$ cat src/rtl/traffic_phase_ctrl_if.sv
// Signal bundle between the phase sequencer and the sensor/light layer.
//   sensor       : per-phase vehicle request (bit i = phase i waiting)
//   lights       : 2 bits per phase at [2i+1:2i]; 10 green, 01 yellow, 00 red
//   active_phase : phase currently green/yellow, last served phase when idle
//   busy         : high while any phase is green or yellow
//   phase_start  : one-cycle pulse on the first green cycle of each phase
// master = sequencer side, slave = sensor/display side.
interface traffic_phase_ctrl_if #(
   parameter int NUM_PHASES = 3
);
   localparam int PW = (NUM_PHASES > 1) ? $clog2(NUM_PHASES) : 1;

   logic [NUM_PHASES-1:0]   sensor;
   logic [2*NUM_PHASES-1:0] lights;
   logic [PW-1:0]           active_phase;
   logic                    busy;
   logic                    phase_start;

   modport master (
      input  sensor,
      output lights, active_phase, busy, phase_start
   );

   modport slave (
      output sensor,
      input  lights, active_phase, busy, phase_start
   );
endinterface

$ cat src/rtl/traffic_phase_ctrl.sv
// Sensor-driven round-robin traffic-light sequencer.
// Ports:
//   clk     : system clock, all state on rising edge
//   reset_n : asynchronous active-low reset (all red, idle)
//   bus     : traffic_phase_ctrl_if.master (sensor in; lights, active_phase,
//             busy, phase_start out)
// All outputs decode from registered state, so sensor never reaches an
// output combinationally and reset forces all-red immediately.
//
// state  | meaning
// IDLE   | all red, waiting for any request
// GREEN  | phase_q green, timer_q counts green cycles already elapsed
// YELLOW | phase_q yellow, timer_q counts yellow cycles already elapsed
module traffic_phase_ctrl #(
   parameter int NUM_PHASES  = 3,
   parameter int GREEN_MIN   = 4,
   parameter int GREEN_MAX   = 8,
   parameter int YELLOW_TIME = 2
) (
   input  logic                 clk,
   input  logic                 reset_n,
   traffic_phase_ctrl_if.master bus
);

   localparam int PW   = (NUM_PHASES > 1) ? $clog2(NUM_PHASES) : 1;
   localparam int TMAX = (GREEN_MAX > YELLOW_TIME) ? GREEN_MAX : YELLOW_TIME;
   localparam int TW   = $clog2(TMAX + 1);

   localparam logic [TW-1:0] T_GMIN = TW'(GREEN_MIN - 1);
   localparam logic [TW-1:0] T_GMAX = TW'(GREEN_MAX - 1);
   localparam logic [TW-1:0] T_YEL  = TW'(YELLOW_TIME - 1);
   localparam logic [TW-1:0] T_SAT  = {TW{1'b1}};
   localparam logic [PW-1:0] P_LAST = PW'(NUM_PHASES - 1);

   if (NUM_PHASES < 2 || GREEN_MIN < 1 || GREEN_MAX < GREEN_MIN ||
       YELLOW_TIME < 1) begin : g_bad_params
      $error("traffic_phase_ctrl: illegal parameter combination");
   end

   typedef enum logic [1:0] {
      IDLE   = 2'd0,
      GREEN  = 2'd1,
      YELLOW = 2'd2
   } state_t;

   state_t          state_q, state_d;
   logic [TW-1:0]   timer_q, timer_d;
   logic [PW-1:0]   phase_q, phase_d;
   logic            start_q, start_d;

   logic [PW-1:0]   rr_pick;
   logic            rr_found;
   logic            any_req;
   logic            other_req;
   logic            green_end;
   logic [2*NUM_PHASES-1:0] lights_c;

   // Round-robin: first requester after phase_q, wrapping, ending at phase_q.
   always_comb begin
      int idx;
      idx      = 0;
      rr_found = 1'b0;
      rr_pick  = phase_q;
      for (int k = 1; k <= NUM_PHASES; k++) begin
         idx = int'(phase_q) + k;
         if (idx >= NUM_PHASES) idx = idx - NUM_PHASES;
         if (!rr_found && bus.sensor[idx]) begin
            rr_found = 1'b1;
            rr_pick  = PW'(idx);
         end
      end
   end

   assign any_req   = |bus.sensor;
   assign other_req = |(bus.sensor & ~({{(NUM_PHASES-1){1'b0}}, 1'b1} << phase_q));
   assign green_end = ((timer_q >= T_GMIN) && (other_req || !bus.sensor[phase_q])) ||
                      (timer_q == T_GMAX);

   always_comb begin
      state_d = state_q;
      timer_d = (timer_q == T_SAT) ? timer_q : timer_q + 1'b1;
      phase_d = phase_q;
      start_d = 1'b0;
      case (state_q)
         IDLE: begin
            timer_d = '0;
            if (any_req) begin
               state_d = GREEN;
               phase_d = rr_pick;
               start_d = 1'b1;
            end
         end
         GREEN: begin
            if (green_end) begin
               state_d = YELLOW;
               timer_d = '0;
            end
         end
         YELLOW: begin
            // phase_q stays put on the way to IDLE, so it doubles as last_phase.
            if (timer_q == T_YEL) begin
               timer_d = '0;
               if (any_req) begin
                  state_d = GREEN;
                  phase_d = rr_pick;
                  start_d = 1'b1;
               end else begin
                  state_d = IDLE;
               end
            end
         end
         default: begin
            state_d = IDLE;
            timer_d = '0;
         end
      endcase
   end

   always_ff @(posedge clk or negedge reset_n) begin
      if (!reset_n) begin
         state_q <= IDLE;
         timer_q <= '0;
         phase_q <= P_LAST;
         start_q <= 1'b0;
      end else begin
         state_q <= state_d;
         timer_q <= timer_d;
         phase_q <= phase_d;
         start_q <= start_d;
      end
   end

   always_comb begin
      lights_c = '0;
      if (state_q == GREEN)  lights_c[2*phase_q +: 2] = 2'b10;
      if (state_q == YELLOW) lights_c[2*phase_q +: 2] = 2'b01;
   end

   assign bus.lights       = lights_c;
   assign bus.active_phase = phase_q;
   assign bus.busy         = (state_q != IDLE);
   assign bus.phase_start  = start_q;

endmodule

$ cat src/flat_wrapper.sv
// flat-port wrapper written by rule: the top's interface ports become plain ports
module traffic_phase_ctrl_flat 
#(
   parameter int NUM_PHASES  = 3,
   parameter int GREEN_MIN   = 4,
   parameter int GREEN_MAX   = 8,
   parameter int YELLOW_TIME = 2
)
  (clk, reset_n, bus_sensor, bus_lights, bus_active_phase, bus_busy, bus_phase_start);
  traffic_phase_ctrl_if #(.NUM_PHASES(NUM_PHASES)) bus_i ();
  input  logic clk;
  input  logic reset_n;
  input wire logic [$bits(bus_i.sensor)-1:0] bus_sensor;
  output wire logic [$bits(bus_i.lights)-1:0] bus_lights;
  output wire logic [$bits(bus_i.active_phase)-1:0] bus_active_phase;
  output wire logic [$bits(bus_i.busy)-1:0] bus_busy;
  output wire logic [$bits(bus_i.phase_start)-1:0] bus_phase_start;
  assign bus_i.sensor = bus_sensor;
  assign bus_lights = bus_i.lights;
  assign bus_active_phase = bus_i.active_phase;
  assign bus_busy = bus_i.busy;
  assign bus_phase_start = bus_i.phase_start;
  traffic_phase_ctrl #(.NUM_PHASES(NUM_PHASES), .GREEN_MIN(GREEN_MIN), .GREEN_MAX(GREEN_MAX), .YELLOW_TIME(YELLOW_TIME)) u_core (.clk(clk), .reset_n(reset_n), .bus(bus_i));
endmodule
$ cat config.mk
export PLATFORM = sky130hd
export DESIGN_NAME = traffic_phase_ctrl_flat
export DESIGN_NICKNAME = d
export VERILOG_FILES = /design/src/rtl/traffic_phase_ctrl_if.sv /design/src/rtl/traffic_phase_ctrl.sv /design/src/flat_wrapper.sv
export SDC_FILE = /design/constraint.sdc
export NUM_CORES = 1
export LEC_CHECK = 0
export ABC_AREA = 1
export CORE_ASPECT_RATIO = 1.1
export CORE_MARGIN = 2
export CORE_UTILIZATION = 55
export CTS_CLUSTER_DIAMETER = 150
export DETAILED_ROUTE_END_ITERATION = 8
export PLACE_DENSITY = 0.83
export SYNTH_ARGS = -nofsm -noshare
export SYNTH_HDL_FRONTEND = slang
export SYNTH_SLANG_ARGS = --single-unit
$ cat constraint.sdc
create_clock -name clk -period 3.7 [get_ports clk]
set_input_delay 0.555 -clock clk [delete_from_list [all_inputs] [get_ports clk]]
set_output_delay 0.555 -clock clk [all_outputs]
set_load 0.03 [all_outputs]
### Word level (Yosys, flattened, before mapping)

Index checks and enable logic that the tools add are counted.

| operators by class | value |
|---|---|
| equality and inequality tests | 8 |
| $lt $le $gt $ge | 8 |
| add/subtract/negate cells | 8 |
| shift operators | 4 |
| reductions and logical operators | 15 |
| bitwise gates (word level) | 3 |
| muxes and demuxes | 37 |

Operators by type and width:

| cell | number |
|---|---|
| $ge A32 B3 Y1 const B | 3 |
| $lt A32 B4 Y1 const B | 3 |
| $mux W32 | 3 |
| $sub A32 B3 Y32 const B | 3 |
| $shiftx A2 B34 Y6 const A | 2 |
| $neg A3 Y34 | 1 |
| $shift A2 B34 Y6 const A | 1 |
| $mux W2 | 8 |
| $mux W1 | 12 |
| $mux W4 | 3 |
| $mux W6 | 2 |
| $bmux W1 S2 | 4 |
| $pmux W4 S2 | 1 |
| $add A2 B2 Y3 const B | 2 |
| $and A6 B6 Y6 | 1 |
| $bwmux W6 | 1 |
| $ne A2 B1 Y1 const B | 3 |
| $pmux W2 S3 | 1 |
| $reduce_or A3 Y1 | 2 |
| $add A4 B1 Y4 const B | 1 |
| $eq A4 B1 Y1 const B | 1 |
| $eq A4 B3 Y1 const B | 1 |
| $eq A4 B4 Y1 const B | 1 |
| $ge A4 B2 Y1 const B | 1 |
| other kinds (16) | 22 |

| word-level totals | value |
|---|---|
| register bits | 9 |
| logic and storage cells | 87 |
| bits of input ports | 5 |

### Logic depth before layout (Yosys ltp)

Gate-level depths: netlist of run 1.

| logic depth | value |
|---|---|
| depth after elaboration | 16 |
| gate-level depth with buffers | 13 |
| gate-level depth less buffers | 13 |

### Least setup slack after synthesis of run 1

OpenSTA, ideal clock, no wires.

| path | value |
|---|---|
| kind | reg-to-output |
| start | register u_core.phase_q[0], in the netlist u_core.bus.active_phase[0] |
| end | output port bus_lights[3] |
| arrival time | 1606 ps |
| path slack | 1539 ps |
| path buffers | 0 |
| required time | 3145 ps |
| cell stages (with the launch flop) | 4 |
| path through | dfrtp_1 ha_1 inv_1 nor3_1 |

| on the way | value |
|---|---|
| word-level cells in the longest chain between the ends | 6 |

Ends and longest elaborated chain:

| element | RTL line | text |
|---|---|---|
| start, declared | traffic_phase_ctrl.sv:48 | `logic [PW-1:0] phase_q, phase_d;` |
| start signal, assigned | traffic_phase_ctrl.sv:128 | `phase_q <= phase_d;` |
| $neg A3 Y34 * | traffic_phase_ctrl.sv:135, traffic_phase_ctrl.sv:136 |  |
| $shiftx A2 B34 Y6 / $shift A2 B34 Y6 (equally long branches) | traffic_phase_ctrl.sv:135, traffic_phase_ctrl.sv:136 |  |
| $and A6 B6 Y6 (no source line) | - |  |
| $mux W6 | traffic_phase_ctrl.sv:135 | `if (state_q == GREEN) lights_c[2*phase_q +: 2] = 2'b10;` |
| $bwmux W6 | traffic_phase_ctrl.sv:136 | `if (state_q == YELLOW) lights_c[2*phase_q +: 2] = 2'b01;` |
| $mux W6 * | traffic_phase_ctrl.sv:136 |  |
| end, declared | flat_wrapper.sv:14 | `output wire logic [$bits(bus_i.lights)-1:0] bus_lights;` |

Every way passes the cells marked *; elsewhere a longest branch is shown, timed or not.

### Worst setup path in the final report of run 1

| path | value |
|---|---|
| start | register u_core.phase_q[1], in the netlist u_core.bus.active_phase[1] |
| end | output port bus_lights[3] |

The elaborated chain is that of the path after synthesis.

==> results of run 1 <==
[kinds of logic (layout without fill, tap and decap cells)]
kind of cell	Yosys count	in the layout	share of synthesized area [%]
AO/OA/AOI/OAI	9	9	6.582
AND/OR/NAND/NOR	89	89	44.43
XOR/XNOR	1	1	0.8862
flip-flops	9	9	22.91
adder cells (fa/ha/maj)	12	12	15.19
buffers and inverters	22	38	10.00
[layer usage]
| metal | vias to the layer above | GRT usage [%] | routed length, um |
|---|---|---|---|
| met3 | 4 | 1.493 | 104 |
| met4 | 0 | 10.10 | 27 |
| met2 | 34 | 39.46 | 1116 |
| li1 | 477 | - | - |
| met5 | - | 0 | 0 |
| met1 | 428 | 27.01 | 973 |
[placed cells by master, fill, tap and decap left out, drive strengths merged]
cell type / n
dfrtp: 8
nor2: 11
clkbuf: 4
clkdlybuf4s50: 14
nand2: 57
a21oi: 5
nand4: 1
o211ai: 2
nand3b: 2
dfstp: 1
o22ai: 1
nand3: 15
ha: 12
nor3: 3
xor2: 1
o21bai: 1
inv: 20
[through the flow]
stage                     total power, mW  area (sq um)  cells  util, %  hold slack [ns]
after floorplan                    0.8225         988.4    142        -           0.2594
after global routing                1.186          1159    176    66.52           0.5476
after detailed placement           0.9960          1132    172    65.01           0.5010
after CTS                           1.081          1159    176    66.52           0.5126
final                               1.079          1159    176    66.52           0.5093
after global placement             0.9758          1132    172    65.01           0.4997
[worst min-delay path: cells and delay by family, from the launching register on]
kind / cells / cell delay, ns
simple gates: 2 / 0.12
flops: 1 / 0.40
[path summary, 6_finish.rpt]
| path | end | depth (start not counted) | slack [ns] | from |
|---|---|---|---|---|
| max in group asynchronous | u_core.bus.active_phase[1] | 1 | 2.79 | reset_n |
| worst min register to register | u_core.bus.active_phase[1] | 2 | 0.51 | u_core.bus.active_phase[1] |
| worst max-delay path | bus_lights[3] | 5 | 1.15 | u_core.bus.active_phase[1] |
| worst min-delay path | u_core.bus.active_phase[1] | 2 | 0.51 | u_core.bus.active_phase[1] |
| worst max register to register | u_core.bus.active_phase[1] | 12 | 1.73 | u_core.bus.active_phase[1] |
| min in group asynchronous | u_core.bus.phase_start | 1 | 0.58 | reset_n |
[layout make-up]
type	instances	area, sq um	share of cell area (%)
clock buffers	4	26.28	2.268
inverters	20	80.08	6.911
multi-input cells	111	663.1	57.24
flip-flops and latches	9	226.5	19.55
well taps	18	22.52	1.944
repair buffers	14	140.1	12.10
[power by group through the flow]
stage | logic [mW] | registers (mW) | clock network, mW
after floorplan | 0.628 | 0.195 | 0
after global placement | 0.808 | 0.168 | 0
after detailed placement | 0.825 | 0.171 | 0
after CTS | 0.829 | 0.169 | 0.0824
after global routing | 0.928 | 0.175 | 0.0836
final | 0.828 | 0.170 | 0.0808
[registers in the layout (all words and copies together), names as in the netlist]
name                     flops
u_core.bus.active_phase      2
u_core.bus.phase_start       1
u_core.state_q               2
u_core.timer_q               4
==> impl_metrics.env, run 1 <==
export IMPL_status="finished, final reports clean"
export IMPL_cp_end_kind="output pin"
export IMPL_setup_ws_ns=1.151
export IMPL_antennaDiodeCount=0
export IMPL_grt_pass1_vias=895
export IMPL_num_vias=943
export IMPL_syn_nets=159
export IMPL_netlist_instances=142
export IMPL_die_x_um=44.42
export IMPL_viasPerCell=5.358
export IMPL_p_int_mw=0.4731
export IMPL_synth_edff_count=0
export IMPL_die_area_sq_mm=0.002153
export IMPL_start_util_pct=56.75
export IMPL_p_per_area_mw_per_mm2=931.6
export IMPL_drt_initial_drc_count=30
export IMPL_syn_area_sq_um=988.4
export IMPL_drive_above_1_share_pct=15.19
export IMPL_yosys_top_cells_count="nand2_1 (47), inv_1 (16), nand3_1 (13), ha_1 (12), nor2_1 (9)"
export IMPL_startpoint_type="flip-flop"
export IMPL_grt_overflow=0
export IMPL_syn2layout_area_growth_pct=17.22
export IMPL_path_clk_slew_ns=0.07
export IMPL_p_leak_nw=0.6202
export IMPL_path_max_fanout=6
export IMPL_htree_levels=1
export IMPL_path_buf_inv=3
export IMPL_yosysUniqueCellTypes=25
export IMPL_cts_buffers=3
export IMPL_combinationalPowerShare_pct=76.7
export IMPL_path_cells="inv_1 -> ha_1 -> inv_1 -> nor3_1 -> clkdlybuf4s50_1"
export IMPL_maxCapViolCount=0
export IMPL_clockRootBuffer="clkbuf_4"
export IMPL_grtUsageTotal_pct=22.46
export IMPL_yosysWarnings=0
export IMPL_power_switching_mw=0.6062
export IMPL_wl_per_cell_um=12.63
export IMPL_yosysTopAreaCell="dfrtp_1"
export IMPL_dr_pass1_iters=4
export IMPL_die_h_um=48.46
export IMPL_io_buffers=14
export IMPL_postCtsSetupBuffers=0
export IMPL_wl_um=2222
export IMPL_postSynthAreaPerCell_sq_um=6.961
export IMPL_dp_hpwl_um=1723
export IMPL_async_flop_share_pct=100.0
export IMPL_clock_power_share_pct=7.5
export IMPL_nFillCells=154
export IMPL_grt_pass1_wl_um=3726
export IMPL_hold_viol_final=0
export IMPL_synth_top_area_share_pct=20.25
export IMPL_path_class="reg2out"
export IMPL_crit_family="buffers and inverters"
export IMPL_io_pins=15
export IMPL_power_frac_seq_pct=15.8
export IMPL_insertion_delay_ns=0.27
export IMPL_critPathMaxStageDelay_ns=0.69
export IMPL_ir_drop_mv=0.3995
export IMPL_drcViolationCount=0
export IMPL_fin_nets=176
export IMPL_core_sq_mm=0.001742
export IMPL_cts_tree="done"
export IMPL_slowest_stage="clkdlybuf4s50_1"
export IMPL_power_share_switching_pct=56.16
export IMPL_post_place_ws_ns=1.445
export IMPL_cp_common_cell="inv_1"
export IMPL_post_synth_top_count_cell="nand2_1"
export IMPL_fin_crit_sh_pct=68.89
export IMPL_cp_arrival_ns=1.99
export IMPL_grt_max_degree=10
export IMPL_finalMaxSlewViolations=0
export IMPL_setup_viol=0
export IMPL_antenna_found_initial=0
export IMPL_slew_headroom_pct=71.41
export IMPL_synth_area_leaders="dfrtp_1 (20%), nand2_1 (18%), ha_1 (15%), nand3_1 (6.6%), inv_1 (6.1%)"
export IMPL_clkSinkCount=9
export IMPL_cp_required_ns=3.14
export IMPL_fin_setup_tns_ns=0
export IMPL_worst_slew_pin_slew_ns=0.4275
export IMPL_cts_resized=0
export IMPL_fmax_mhz=392.3
export IMPL_synth_yosys_seq_area_share_pct=22.91
export IMPL_ant_nets=0
export IMPL_yosys_register_bits=9
export IMPL_synth_flop_cell="dfrtp_1"
export IMPL_fin_crit_ns=2.549
export IMPL_place_congestion=0.8450
export IMPL_min_path_type="reg2reg"
export IMPL_postCtsHoldBufs=0
export IMPL_finClkSkew_ns=0.006239
export IMPL_clock_tree_buffer_depth=2
export IMPL_rsz0062_at_grt="no"
export IMPL_rows=16
(Power assumes the default switching activity.)
==> run 2: changes to the inputs <==
- CORE_UTILIZATION: 55 -> 48
- PLACE_DENSITY: 0.83 -> 0.77
- clock period: 3.7 -> 2.3 ns (I/O delays scaled with it)
==> run 2 against run 1 <==
Net effect: power grew 61%; critical path depth is the same; sequential power grew 61%; global-route usage shrank 1.8 points; hold slack lost 0.13 ns; largest power group unchanged; register-to-register slack lost 1.4 ns; highest routed layer unchanged; routed wire length shrank 3.1%; core utilization shrank 6.9 points; clock-buffer cell count is the same.
==> impl_metrics.env, run 2 (same netlist as run 1, synthesis figures left out) <==
export IMPL_cp_end_kind="output pin"
export IMPL_fmax_mhz=455.2
export IMPL_p_leak_nw=0.6756
export IMPL_finClkSkew_ns=0.008522
export IMPL_wl_per_cell_um=11.58
export IMPL_combinationalPowerShare_pct=76.9
export IMPL_path_cells="inv_1 -> ha_1 -> nand2_1 -> inv_1 -> clkdlybuf4s50_1"
export IMPL_antennaDiodeCount=0
export IMPL_core_sq_mm=0.001978
export IMPL_start_util_pct=49.97
export IMPL_power_switching_mw=0.9767
export IMPL_wl_um=2153
export IMPL_slew_headroom_pct=70.58
export IMPL_clock_power_share_pct=7.3
export IMPL_final_common_cell="nand2_1"
export IMPL_grt_pass1_vias=856
export IMPL_rsz0062_at_grt="no"
export IMPL_antenna_found_initial=0
export IMPL_io_pins=15
export IMPL_ant_nets=0
export IMPL_cp_arrival_ns=1.85
export IMPL_fin_crit_ns=2.197
export IMPL_startpoint_type="flip-flop"
export IMPL_slowest_stage="dfstp_2"
export IMPL_cp_common_cell="inv_1"
export IMPL_drt_initial_drc_count=16
export IMPL_maxCapViolCount=0
export IMPL_p_int_mw=0.7570
export IMPL_largest_reg_flops=4
export IMPL_status="finished, final reports clean"
export IMPL_fin_crit_sh_pct=95.52
export IMPL_power_frac_seq_pct=15.8
export IMPL_insertion_delay_ns=0.27
export IMPL_io_buffers=14
export IMPL_setup_ws_ns=0.1031
export IMPL_grt_pass1_wl_um=3594
export IMPL_drcViolationCount=0
export IMPL_ir_drop_mv=0.7747
export IMPL_clkSinkCount=9
export IMPL_path_max_fanout=6
export IMPL_hold_viol_final=0
export IMPL_postCtsHoldBufs=0
export IMPL_min_path_type="in2async"
export IMPL_viasPerCell=4.882
export IMPL_r2r_end="u_core.bus.active_phase[1]"
export IMPL_power_share_switching_pct=56.34
export IMPL_path_clk_slew_ns=0.06
export IMPL_worst_slew_pin_slew_ns=0.4399
export IMPL_path_class="reg2out"
export IMPL_final_cell_mix="nand2_1 (47), inv_1 (16), nand3_1 (13)"
export IMPL_crit_path_start="u_core.bus.active_phase[1]"
export IMPL_fin_setup_tns_ns=0
export IMPL_r2r_slack_ns=0.33
export IMPL_grt_max_degree=10
export IMPL_r2r_start="u_core.bus.active_phase[1]"
export IMPL_largest_register="u_core.timer_q"
export IMPL_place_congestion=0.8351
export IMPL_finalMaxSlewViolations=0
export IMPL_setup_viol=0
export IMPL_cts_tree="done"
export IMPL_syn2layout_area_growth_pct=19.37
export IMPL_grt_overflow=0
export IMPL_grtUsageTotal_pct=20.64
export IMPL_postCtsSetupBuffers=0
export IMPL_dp_hpwl_um=1724
export IMPL_critPathMaxStageDelay_ns=0.58
export IMPL_num_vias=908
export IMPL_die_x_um=47.27
export IMPL_dr_pass1_iters=4
export IMPL_clock_tree_buffer_depth=2
export IMPL_clockRootBuffer="clkbuf_4"
export IMPL_htree_levels=1
export IMPL_rows=17
export IMPL_reg2reg_depth=12
export IMPL_drive_above_1_share_pct=15.82
export IMPL_die_area_sq_mm=0.002439
export IMPL_cp_required_ns=1.96
export IMPL_fin_nets=176
export IMPL_cts_buffers=3
export IMPL_die_h_um=51.60
export IMPL_hold_ws_ns=0.3793
export IMPL_post_place_ws_ns=0.2688
export IMPL_p_per_area_mw_per_mm2=1469
run 2: per-stage QoR:
| step | utilization, % | cell area (sq um) | cells | power (mW) |
|---|---|---|---|---|
| floorplan | - | 988.4 | 142 | 1.323 |
| global placement | 57.87 | 1145 | 182 | 1.577 |
| detailed placement | 57.87 | 1145 | 182 | 1.614 |
| CTS | 59.14 | 1170 | 186 | 1.745 |
| global route | 59.65 | 1180 | 186 | 1.916 |
| finish | 59.65 | 1180 | 186 | 1.734 |
run 2: area by class of cell:
type / instances / area (sq um)
fillers: 198 / 798.3
well taps: 28 / 35.03
multi-input cells: 111 / 665.6
repair buffers: 14 / 146.4
flip-flops and latches: 9 / 226.5
clock buffers: 4 / 26.28
inverters: 20 / 80.08
run 2: power groups by stage:
stage                     Combinational (mW)  Clock, mW  Sequential [mW]
after global routing                    1.50      0.135            0.280
final                                   1.33      0.126            0.274
after CTS                               1.34      0.130            0.274
after global placement                  1.31          0            0.270
after detailed placement                1.34          0            0.276
after floorplan                         1.01          0            0.313
run 2: how the worst max path moves through the flow:
stage	endpoint	slack, ns	cells after the start
floorplan	bus_lights[3]	0.35	3
global placement	bus_lights[3]	0.31	5
detailed placement	bus_lights[3]	0.27	5
CTS	bus_lights[4]	0.02	5
global route	bus_lights[4]	0.01	5
finish	bus_lights[0]	0.10	5
run 2: routing by layer:
metal,up-vias,global-route usage [%],part of all wire [%]
li1,474,-,-
met3,5,1.042,3.6
met4,0,8.796,1.9
met1,405,25.60,46
met5,-,0,0
met2,24,35.59,48
run 2: worst max-delay path, delay by kind of cell, from the launching register on:
kind	cells	cell delay, ns
adder cells (fa/ha/maj)	1	0.21
buffers and inverters	3	0.72
flip-flops	1	0.58
AND/OR/NAND/NOR	1	0.07
run 2: what timing repair did:
item	4_1_cts	5_1_grt
setup endpoints to repair	1	5
hold endpoints to repair	0	0
gates resized for setup	1	4
==> run 3: changes to the inputs <==
- CORE_MARGIN: 2 -> 3
- REMOVE_ABC_BUFFERS: unset -> 1
==> run 3 against run 2 <==
Net effect: fmax down 0.85%; clock power up 3%; design area down 0.21%; sequential power about the same; critical path type unchanged; largest cell class unchanged.
==> impl_metrics.env, run 3 (same netlist as run 1, synthesis figures left out) <==
export IMPL_status="finished, final reports clean"
export IMPL_rows=16
export IMPL_wl_per_cell_um=11.58
export IMPL_critPathMaxStageDelay_ns=0.58
export IMPL_syn2layout_area_growth_pct=19.11
export IMPL_postCtsHoldBufs=0
export IMPL_drcViolationCount=0
export IMPL_wl_um=2143
export IMPL_grt_overflow=0
export IMPL_startpoint_type="flip-flop"
export IMPL_path_class="reg2out"
export IMPL_cp_end_kind="output pin"
export IMPL_die_area_sq_mm=0.002640
export IMPL_io_buffers=14
export IMPL_path_max_fanout=6
export IMPL_htree_levels=1
export IMPL_ant_nets=0
export IMPL_r2r_slack_ns=0.36
export IMPL_setup_viol=0
export IMPL_core_sq_mm=0.001862
export IMPL_maxCapViolCount=0
export IMPL_cp_required_ns=1.96
export IMPL_die_x_um=49.27
export IMPL_clockRootBuffer="clkbuf_4"
export IMPL_fin_crit_ns=2.216
export IMPL_die_h_um=53.60
export IMPL_crit_family="buffers and inverters"
export IMPL_viasPerCell=5.016
export IMPL_clock_tree_buffer_depth=2
export IMPL_grt_pass1_vias=832
export IMPL_cts_resized=2
export IMPL_path_buf_inv=3
export IMPL_fin_setup_tns_ns=0
export IMPL_worst_slew_pin_slew_ns=0.4422
export IMPL_clkSinkCount=9
export IMPL_largest_register="u_core.timer_q"
export IMPL_dpl_cell_area_sq_mm=0.001144
export IMPL_io_pins=15
export IMPL_num_vias=928
export IMPL_slowest_stage="clkdlybuf4s50_1"
export IMPL_p_leak_nw=0.6798
export IMPL_path_clk_slew_ns=0.06
export IMPL_start_util_pct=53.09
export IMPL_rsz0062_at_grt="no"
export IMPL_cp_common_cell="inv_1"
export IMPL_final_cell_mix="nand2_1 (47), inv_1 (16), nand3_1 (13)"
export IMPL_cp_arrival_ns=1.87
export IMPL_cts_buffers=3
export IMPL_multi_input_area_sq_um=665.6
export IMPL_place_congestion=0.8414
export IMPL_ir_drop_mv=0.9595
export IMPL_antenna_found_initial=0
export IMPL_antennaDiodeCount=0
export IMPL_largest_reg_flops=4
export IMPL_finClkSkew_ns=0.001519
export IMPL_finalMaxSlewViolations=0
export IMPL_path_cells="inv_1 -> ha_1 -> nand2_1 -> inv_1 -> clkdlybuf4s50_1"
export IMPL_grt_pass1_wl_um=3450
export IMPL_drt_initial_drc_count=27
export IMPL_final_common_cell="nand2_1"
export IMPL_postCtsSetupBuffers=0
export IMPL_dr_pass1_iters=4
export IMPL_fmax_mhz=451.3
export IMPL_cts_tree="done"
export IMPL_fin_crit_sh_pct=96.33
export IMPL_final_area_sq_mm=0.001177
export IMPL_register_area_sq_um=226.5
export IMPL_nFillCells=164
export IMPL_grtUsageTotal_pct=17.82
export IMPL_grt_max_degree=10
export IMPL_p_per_area_mw_per_mm2=1466
export IMPL_fin_nets=176
export IMPL_hold_viol_final=0
export IMPL_min_path_type="in2async"
export IMPL_drive_above_1_share_pct=15.82
export IMPL_dp_hpwl_um=1712
export IMPL_insertion_delay_ns=0.27
export IMPL_slew_headroom_pct=70.42
-- run 3: final cells by class --
cell class	instances	share of cell area (%)
multi-input cells	111	56.54
repair buffers	14	12.33
flip-flops and latches	9	19.23
well taps	27	2.869
inverters	20	6.801
clock buffers	4	2.232
-- run 3: final timing paths --
check	from	end	cells past startpoint
max reg2reg	u_core.bus.active_phase[1]	u_core.bus.active_phase[1]	12
max	u_core.bus.active_phase[1]	bus_lights[2]	5
min in group clk	u_core.bus.active_phase[1]	u_core.bus.active_phase[1]	2
max in group asynchronous	reset_n	u_core.bus.active_phase[1]	1
min	reset_n	u_core.timer_q[0]	1
min reg2reg	u_core.bus.active_phase[1]	u_core.bus.active_phase[1]	2
-- run 3: through the flow --
step	power, mW	utilization (%)	hold WS [ns]	setup slack (ns)	cells
after floorplan	1.285	-	0.04941	0.3491	140
final	1.726	63.24	0.3788	0.08432	185
after global placement	1.580	61.42	0.4935	0.3063	181
after CTS	1.727	62.70	0.3826	0.006746	185
after global routing	1.884	63.24	0.3867	0.01574	185
after detailed placement	1.590	61.42	0.5002	0.2168	181
-- run 3: layer usage --
metal  wire, um  vias to the layer above  global-route usage, %
met4         68                        0                  14.22
met2       1012                       28                  31.47
met5          0                        -                      0
met3        102                        7                  3.047
met1        959                      413                  19.25
li1           -                      480                      -
-- run 3: power by group --
| group | switching [mW] | leakage (nW) | internal (mW) |
|---|---|---|---|
| Clock | 0.0623 | 0.0150 | 0.0673 |
| Combinational | 0.853 | 0.549 | 0.471 |
| Sequential | 0.0563 | 0.116 | 0.217 |
